## src/rtl/div5_pkg.sv

```systemverilog
// Shared types and constants for the div5_seq sequential divider.
package div5_pkg;

  typedef enum logic [1:0] {
    IDLE = 2'd0,
    RUN  = 2'd1,
    DONE = 2'd2
  } state_t;

  localparam int DIV5_W = 5;

  function automatic int clog2(input int n);
    int v;
    v = 0;
    while ((1 << v) < n) v++;
    return v;
  endfunction

endpackage

```

## src/rtl/div5_step.sv

```systemverilog
// One restoring-division stage: shift in a bit, trial-subtract, keep or restore.
module div5_step
  import div5_pkg::*;
#(
  parameter int W = DIV5_W
) (
  input  logic [W:0]   r,
  input  logic         in_bit,
  input  logic [W-1:0] divisor,
  output logic [W:0]   r_next,
  output logic         q_bit
);

  logic [W+1:0] sh;
  logic [W+1:0] diff;

  // One spare MSB so the borrow of the trial subtraction is visible as the sign.
  assign sh     = {r, in_bit};
  assign diff   = sh - {2'b00, divisor};
  assign q_bit  = ~diff[W+1];
  assign r_next = q_bit ? diff[W:0] : sh[W:0];

endmodule

```

## src/rtl/div5_seq.sv

```systemverilog
// Sequential restoring unsigned divider with start/done handshake and divide-by-zero flag.
// Optional macro DIV5_DZ_FAST_EN: a zero divisor skips the iterations and completes early.
module div5_seq
  import div5_pkg::*;
#(
  parameter int W = DIV5_W
) (
  input  logic         clk,
  input  logic         rst_n,
  input  logic         start,
  input  logic [W-1:0] dividend,
  input  logic [W-1:0] divisor,
  output logic         busy,
  output logic         done,
  output logic [W-1:0] quo,
  output logic [W-1:0] rem,
  output logic         dz
);

  localparam int CW = clog2(W + 1);

  state_t         state_q, state_d;
  logic [CW-1:0]  cnt_q, cnt_d;
  logic [W:0]     r_q, r_d;
  logic [W-1:0]   q_q, q_d;
  logic [W-1:0]   dvs_q, dvs_d;
  logic [W-1:0]   quo_q, quo_d;
  logic [W-1:0]   rem_q, rem_d;
  logic           dz_q, dz_d;
  logic [W:0]     r_nxt;
  logic           q_bit;

  div5_step #(.W(W)) u_step (
    .r       (r_q),
    .in_bit  (q_q[W-1]),
    .divisor (dvs_q),
    .r_next  (r_nxt),
    .q_bit   (q_bit)
  );

  always_comb begin
    state_d = state_q;
    cnt_d   = cnt_q;
    r_d     = r_q;
    q_d     = q_q;
    dvs_d   = dvs_q;
    quo_d   = quo_q;
    rem_d   = rem_q;
    dz_d    = dz_q;
    case (state_q)
      IDLE: begin
        if (start) begin
          state_d = RUN;
          q_d     = dividend;
          dvs_d   = divisor;
          r_d     = '0;
          cnt_d   = CW'(W);
`ifdef DIV5_DZ_FAST_EN
          if (divisor == '0) cnt_d = '0;
`endif
        end
      end
      RUN: begin
        // cnt counts remaining iterations; the cnt==0 cycle publishes the result.
        if (cnt_q != '0) begin
          r_d   = r_nxt;
          q_d   = {q_q[W-2:0], q_bit};
          cnt_d = cnt_q - CW'(1);
        end else begin
          state_d = DONE;
          quo_d   = q_q;
          rem_d   = r_q[W-1:0];
          dz_d    = (dvs_q == '0);
`ifdef DIV5_DZ_FAST_EN
          if (dvs_q == '0) begin
            quo_d = '1;
            rem_d = q_q;
          end
`endif
        end
      end
      DONE:    state_d = IDLE;
      default: state_d = IDLE;
    endcase
  end

  always_ff @(posedge clk or negedge rst_n) begin
    if (!rst_n) begin
      state_q <= IDLE;
      cnt_q   <= '0;
      r_q     <= '0;
      q_q     <= '0;
      dvs_q   <= '0;
      quo_q   <= '0;
      rem_q   <= '0;
      dz_q    <= 1'b0;
    end else begin
      state_q <= state_d;
      cnt_q   <= cnt_d;
      r_q     <= r_d;
      q_q     <= q_d;
      dvs_q   <= dvs_d;
      quo_q   <= quo_d;
      rem_q   <= rem_d;
      dz_q    <= dz_d;
    end
  end

  assign busy = (state_q != IDLE);
  assign done = (state_q == DONE);
  assign quo  = quo_q;
  assign rem  = rem_q;
  assign dz   = dz_q;

endmodule
```

## config.mk

```make
export PLATFORM = sky130hd
export DESIGN_NAME = div5_seq
export DESIGN_NICKNAME = d
export VERILOG_FILES = /design/src/rtl/div5_pkg.sv /design/src/rtl/div5_step.sv /design/src/rtl/div5_seq.sv
export SDC_FILE = /design/constraint.sdc
export NUM_CORES = 1
export LEC_CHECK = 0
export ABC_AREA = 1
export BUFFER_PORTS_ARGS = -buffer_cell sky130_fd_sc_hd__buf_2
export CORE_MARGIN = 8
export CORE_UTILIZATION = 40
export CTS_CLUSTER_SIZE = 12
export DETAILED_ROUTE_END_ITERATION = 12
export SETUP_SLACK_MARGIN = 0.05
export SLEW_MARGIN = 10
export SYNTH_ARGS = -nofsm -noshare
export SYNTH_HDL_FRONTEND = slang
export SYNTH_SLANG_ARGS = --single-unit
```

## constraint.sdc

```tcl
create_clock -name clk -period 4.48 [get_ports clk]
set_input_delay 0.448 -clock clk [delete_from_list [all_inputs] [get_ports clk]]
set_output_delay 0.448 -clock clk [all_outputs]
set_load 0.02 [all_outputs]
```

---- Word-level counts from Yosys, hierarchy flattened ----
Cells that the tools add are included.
word-level totals
  register bits ........................... 32
operators by class
  add/sub/neg operators ................... 2
  equality and inequality tests ........... 5
  mux-type cells .......................... 13
  bitwise logic cells ..................... 2
  reductions and logical operators ........ 9
operators with widths
  operator               number
  $mux W6                3
  $pmux W6 S2            1
  $mux W5                2
  $pmux W5 S2            1
  $sub A7 B5 Y7          1
  $mux W3                2
  $ne A2 B2 Y1 const B   3
  $pmux W3 S2            1
  $reduce_and A2 Y1      3
  $logic_not A5 Y1       1
  $mux W2                2
  $pmux W2 S2            1
  $reduce_bool A2 Y1     2
  $reduce_and A3 Y1      1
  $reduce_bool A3 Y1     1
  $sub A3 B1 Y3 const B  1
  $eq A2 B1 Y1 const B   1
  $eq A2 B2 Y1 const B   1
  $logic_not A2 Y1       1
  $not A1 Y1             2

---- Longest topological paths before layout ----
Gate-level depths: netlist (run 1).
  word-level depth ........................ 4
  depth in mapped cells ................... 13

---- Cells and area by module ----
Synthesis (run 1) repeated with hierarchy kept, for this count alone.
second synthesis, totals
  cell total of the unflattened synthesis .. 238
  area total of the unflattened synthesis .. 1,865.5 sq um
by module, submodules not included
  module     instances  cells an instance  area each (sq um)  sequential area each (sq um)
  div5_seq   1          173                1,496.4            800.8
  div5_step  1          65                 369.1              0.0

---- Worst setup path after synthesis (run 1) ----
No wires, ideal clock.
  path type ............................... reg-to-reg
  from .................................... reg dvs_q[0]
  to ...................................... reg r_q[1]
  setup time .............................. 117 ps
  arrival ................................. 1,639 ps
  data required time ...................... 4,363 ps
  setup slack ............................. 2,724 ps
  stages on the path, launching flop included .. 13
  cell sequence ........................... dfrtp_1 > ha_1 > fa_1 > inv_1 > nand2_1 > nand2_2 > nand3_4 > nand2_4 > nand2_4 > nand2_4 > nand2_1 > nand3_1 > nand2_1
on the way
  longest elaborated chain between the ends .. 4
ends and longest elaborated chain
  element                 line             text
  start, declared         div5_seq.sv:26   logic [W-1:0] dvs_q, dvs_d;
  start signal, assigned  div5_seq.sv:102  dvs_q <= dvs_d;
  $sub A7 B5 Y7           div5_step.sv:19  assign diff = sh - {2'b00, divisor};
  $mux W6                 div5_step.sv:21  assign r_next = q_bit ? diff[W:0] : sh[W:0];
  $mux W6                 div5_seq.sv:65   if (cnt_q != '0) begin
  $pmux W6 S2             div5_seq.sv:50   case (state_q)
  end signal, assigned    div5_seq.sv:100  r_q <= r_d;
  end, declared           div5_seq.sv:24   logic [W:0] r_q, r_d;
No other way between the ends. The select of a mux whose other input is x is not followed.
A chain may end at the register's enable or synchronous reset.

---- Worst setup path in the final report (run 1) ----
  from .................................... reg dvs_q[0]
  to ...................................... reg r_q[3]
The elaborated chain is that of the path after synthesis.

==> results of run 1 <==
[registers in the layout (all words and copies together) (netlist names)]
name and flops:
cnt_q 3, r_q 6, dz 1, state_q 2, dvs_q 5, q_q 5, quo 5, rem 5
[per-layer routing]
metal  vias up  global-route usage (%)
met4         0                    5.26
met1       562                    15.9
li1        697                       -
met3         4                    3.25
met2        29                    16.1
met5         -                       0
[critical path, delay by kind of cell (launching register included)]
kind | cells | cell delay (ns)
flip-flops | 1 | 0.40
buffers and inverters | 1 | 0.07
adder cells (fa/ha/maj) | 2 | 0.63
AND/OR/NAND/NOR | 9 | 0.68
[cells in the mapped netlist, types with 2 or more instances]
library cell,number
nor2_4,2
o21ai_0,12
nor2_8,3
nand3_4,2
dfrtp_1,32
o21ai_1,6
ha_1,7
or2_4,2
nand2_1,56
o211ai_1,4
a21oi_1,3
nand2_2,3
nand2_4,3
inv_1,27
nand3_1,17
nor2_1,4
buf_6,2
[cells by family after synthesis]
| logic type | count (synthesis) |
|---|---|
| and+or+nand+nor | 96 |
| buffers and inverters | 32 |
| DFF | 32 |
| AOI/OAI and AO/OA | 30 |
| adders and majority gates | 8 |
| xor gates and xnor gates | 1 |
[power by group]
group / internal [W] / total, W / switching, W / leakage, nW
Clock: 0.000122 / 0.000232 / 0.000110 / 0.0510
Sequential: 0.000432 / 0.000520 / 0.0000879 / 0.394
Combinational: 0.000417 / 0.00110 / 0.000687 / 0.614
Total: 0.000972 / 0.00186 / 0.000885 / 1.06
[per-stage QoR]
step                      instance area (um2)  power, W  setup WS [ns]
final                                    2010   0.00186           2.58
after global routing                     2010   0.00206           2.44
after floorplan                          1760   0.00142           2.72
after global placement                   1920   0.00163           2.64
after detailed placement                 1920   0.00164           2.59
after CTS                                2010   0.00188           2.59
[worst paths after layout]
kind                                       from                endpoint  cells after the start
hold reg to reg            cnt_q[0]$_DFFE_PN0P_    cnt_q[0]$_DFFE_PN0P_                      1
max in group asynchronous                 rst_n  state_q[0]$_DFFE_PN0P_                      1
min in group clk                     divisor[4]    dvs_q[4]$_DFFE_PN0P_                      3
setup / recovery           dvs_q[0]$_DFFE_PN0P_      r_q[3]$_DFFE_PN0P_                     12
hold / removal                            rst_n    dvs_q[4]$_DFFE_PN0P_                      1
setup reg to reg           dvs_q[0]$_DFFE_PN0P_      r_q[3]$_DFFE_PN0P_                     12
[final cells by class]
type	count	area, um2
flip-flops and latches	32	801
repair buffers	25	125
clock inverters	2	10.0
inverters	29	111
clock buffers	6	82.6
well taps	52	65.1
multi-input cells	135	817
fillers	419	2280
==> flow_summary.yaml, run 1 <==
status:
  status: "finished clean"
timing:
  slew_headroom_pct: 53.3
  hold_ws_ns: 0.196
  worst_pin_slew_ns: 0.700
  final.setup.tns_ns: 0
  finalSetupViolCount: 0
  period_needed_ns: 1.90
  fin_crit_sh_pct: 42.4
  finalHoldViolations: 0
  clock.fmax_mhz: 527
  drv_slew: 0
  skew_ns: 0.00960
  rsz0062_at_grt: "false"
worst_setup_path:
  max_stage_delay_ns: 0.40
  cpMaxStageDelayCell: "dfrtp_1"
  crit_type: "flip-flop to flip-flop"
  rrSetupSlack_ns: 2.58
  critical_path.cell_chain: "ha_1 -> fa_1 -> inv_1 -> nand2_1 -> nand2_2 -> nand3_4 -> nand2_4 -> nand2_4 -> nand2_4 -> nand2_1 -> nand3_1 -> nand2_1"
  critPathMaxFanout: 7
  cp.required_ns: 4.66
  start_kind: "flip-flop"
  endpoint_kind: "flip-flop"
  arrival_ns: 2.07
logic_synthesis:
  yosysTopAreaCell: "dfrtp_1"
  synth.distinct_cells: 31
  synth-compound-area-share_pct: 10.0
  yosys_warnings: 0
  synth-adder-area-share_pct: 6.12
  ys_ff_latch: 32
  synth_area_leaders: "dfrtp_1, nand2_1, inv_1"
  synth_nets: 220
  ys_async_sr_fraction_pct: 100
  seq_area_frac_synth_pct: 45.5
  synth_area_mm2: 0.00176
  synthCells: 199
  yosys_most_used_dff: "dfrtp_1"
  avgSynthCellArea_um2: 8.84
  muxShareOfSynthArea_pct: 0
  yosys.area_share.simple_pct: 29.8
  synth_top_cell_area_share_pct: 45.5
  synth_top_family_by_area: "simple AND/OR/NAND/NOR gates"
  synth_edf_count: 0
  synth-xor-area-share_pct: 0.498
die:
  core-area_mm2: 0.00429
  num_rows: 24
  fp.dieArea_mm2: 0.00678
  start_util_pct: 41.0
  die_w_um: 82.3
  die_h_um: 82.3
  io-pin-count: 26
final_layout:
  post-route-util_pct: 46.9
  mostFrequentLayoutCell: "nand2_1"
  nets: 249
  layout_common_cells: "nand2_1, dfrtp_1, inv_1"
  final_cells: 281
  antenna_cells: 0
  syn_to_final_growth_pct: 14.4
  drive_gt1_share_pct: 23.1
min_path:
  hp-class: "input pin to asynchronous set/reset pin"
drt:
  wl_met2_mm: 1.36
  via_per_inst: 4.60
  wl_met3_um: 228
  drt-pass1-iter-count: 4
  wirelength_mm: 3.40
  drtIter0Drc: 83
  drt-met1-wl_mm: 1.75
  maxUsedRoutingLayer: "met4"
  wl_per_cell_um: 12.1
  route.vias.total: 1292
  ant_nets: 0
  drc_errors: 0
global_routing:
  antenna_found_initial: 0
  grtUsageTotal_pct: 11.5
  grt.overflow.total: 0
  grt_pass1_wl_mm: 5.91
  grt_pass1_vias: 1273
  grt_start_max_net_pins: 33
clock_network:
  hold_buffers: 0
  cts_tree: "done"
  cts_sinks: 32
  ctsHtreeMaxLevel: 2
  cts_resized: 0
  insertion_delay_ns: 0.29
  clock_path_buffers: 2
  post-cts-setup-buffers: 0
  cts_root_buf: "clkbuf_8"
  clk_pin_slew_worst_paths_ns: 0.07
  numCtsBuffers: 5
flow_run:
  cap_violations: 0
placed_design:
  globalplace.congestion: 0.812
  portBuffers: 25
  detailed_place_hpwl_mm: 2.58
  dp_cells: 273
pwr:
  p_leak_nw: 1.06
  power_density_mw_per_mm2: 923
  ir_drop_mv: 0.301
Power figures use the tool's default switching activity.
==> run 2: changes to the inputs <==
==> constraint.sdc (replaced) <==
create_clock -name clk -period 1.6 [get_ports clk]
set_input_delay 0.16 -clock clk [delete_from_list [all_inputs] [get_ports clk]]
set_output_delay 0.16 -clock clk [all_outputs]
set_load 0.02 [all_outputs]
==> flow_summary.yaml, run 2 (synthesis results as in run 1) <==
die:
  io-pin-count: 26
  die_h_um: 82.3
  die_w_um: 82.3
  core-area_mm2: 0.00429
  start_util_pct: 41.0
  fp.dieArea_mm2: 0.00678
  num_rows: 24
worst_setup_path:
  cp.required_ns: 1.77
  r2r-end: "r_q[3]$_DFFE_PN0P_"
  arrival_ns: 1.94
  rrSetupSlack_ns: -0.17
  crit_type: "flip-flop to flip-flop"
  critPathMaxFanout: 7
  start_kind: "flip-flop"
  rr_startpoint: "dvs_q[0]$_DFFE_PN0P_"
  endpoint_kind: "flip-flop"
  r2r_cells: 12
  startpoint: "dvs_q[0]$_DFFE_PN0P_"
drt:
  wl_met2_mm: 1.72
  wl_met3_um: 253
  wl_per_cell_um: 12.7
  maxUsedRoutingLayer: "met4"
  route.vias.total: 1412
  wirelength_mm: 3.84
  ant_nets: 0
  drt-met1-wl_mm: 1.83
  drc_errors: 0
  via_per_inst: 4.69
  drtIter0Drc: 39
  drt-pass1-iter-count: 4
placed_design:
  globalplace.congestion: 0.813
  dp_cells: 286
  detailed_place_hpwl_mm: 2.87
  portBuffers: 25
clock_network:
  cts_root_buf: "clkbuf_8"
  clock_path_buffers: 2
  ctsHtreeMaxLevel: 2
  cts_sinks: 32
  numCtsBuffers: 5
  insertion_delay_ns: 0.28
  cts_tree: "done"
  clk_pin_slew_worst_paths_ns: 0.07
min_path:
  min_path_cells: 3
  hp-class: "input pin to flip-flop"
  min_to: "dvs_q[4]$_DFFE_PN0P_"
  hold_path.startpoint: "divisor[4]"
timing:
  rsz0062_at_grt: "true"
  hold_ws_ns: 0.0795
  finalSetupViolCount: 7
  clock.fmax_mhz: 566
  slew_headroom_pct: 71.8
  worst_pin_slew_ns: 0.423
  skew_ns: 0.00759
  period_needed_ns: 1.77
  setup_slack_ns: -0.168
  drv_slew: 0
  final.setup.tns_ns: -1.04
  finalHoldViolations: 0
  fin_crit_sh_pct: 111
global_routing:
  grtUsageTotal_pct: 12.1
  grt_start_max_net_pins: 33
  antenna_found_initial: 0
  grt_pass1_wl_mm: 6.36
  grt.overflow.total: 0
  grt_pass1_vias: 1388
final_layout:
  final_cells: 301
  nets: 269
  mostFrequentLayoutCell: "nand2_1"
  layout_common_cells: "nand2_1, dfrtp_1, inv_1"
  largest_reg_flops: 6
  multi_input_area_um2: 852
  drive_gt1_share_pct: 30.9
  fillCellCount: 423
  ff_latch_area_um2: 801
  antenna_cells: 0
  syn_to_final_growth_pct: 26.1
  regMostFlops: "r_q"
pwr:
  power_density_mw_per_mm2: 2640
  ir_drop_mv: 1.30
  p_leak_nw: 1.16
status:
  violations: "negative setup slack"
  status: "finished with violations"
flow_run:
  cap_violations: 0
-- run 2: cell count changes in the layout (fill, tap and decap cells not counted), moves of 2 or more --
cell,delta
buf_4,+18
nand2_4,-2
nand2_8,+2
o21ai_0,-2
o21ai_1,+2
-- run 2: worst max-delay path: stages (launching register included) --
cell and delay [ns]:
dfrtp_1 0.39, ha_2 0.20, fa_2 0.33, inv_1 0.06, nand2_1 0.05, nand2_2 0.08, nand3_4 0.10, nand2_4 0.11
nand2_8 0.08, nand2_8 0.08, nand2_1 0.05, nand3_1 0.06, nand2_1 0.05
-- run 2: worst max-delay path by stage --
stage / slack (ns) / endpoint
after global placement: -0.13 / r_q[3]$_DFFE_PN0P_
after CTS: -0.17 / r_q[2]$_DFFE_PN0P_
after global routing: -0.27 / r_q[0]$_DFFE_PN0P_
after detailed placement: -0.17 / r_q[2]$_DFFE_PN0P_
final: -0.17 / r_q[3]$_DFFE_PN0P_
after floorplan: -0.08 / r_q[1]$_DFFE_PN0P_
-- run 2: power breakdown --
group	internal, W	switching [W]
Combinational	0.00151	0.00212
Sequential	0.00121	0.000253
Clock	0.000462	0.000298
Total	0.00318	0.00267
-- run 2: area by class of cell --
| type | count | share of cell area, % |
|---|---|---|
| multi-input cells | 135 | 38.4 |
| flip-flops and latches | 32 | 36.1 |
| repair buffers | 45 | 12.7 |
| inverters | 29 | 5.02 |
| clock buffers | 6 | 3.27 |
| well taps | 52 | 2.93 |
| clock inverters | 2 | 1.58 |
-- run 2: stage by stage --
stage / utilization [%] / total power [W] / setup slack, ns / cell area [um2]
3_5_place_dp: 47.1 / 0.00487 / -0.173 / 2020
2_1_floorplan: - / 0.00397 / -0.0774 / 1760
6_report: 51.7 / 0.00586 / -0.168 / 2220
5_1_grt: 51.7 / 0.00641 / -0.271 / 2220
3_3_place_gp: 47.1 / 0.00483 / -0.132 / 2020
4_1_cts: 50.2 / 0.00569 / -0.174 / 2150
-- run 2: metal layers --
metal	GRT usage [%]	vias up
li1	-	738
met1	16.1	645
met2	18.7	25
met3	3.46	4
met4	3.68	0
met5	0	-
-- run 2: repair_timing --
action / in CTS / in global routing
resized for setup: 1 / 8
pin swaps: 3 / 3
endpoints found under the setup margin: 8 / 15
hold buffers: 1 / 0
endpoints found under the hold margin: 32 / 0
buffers inserted: 2 / 4
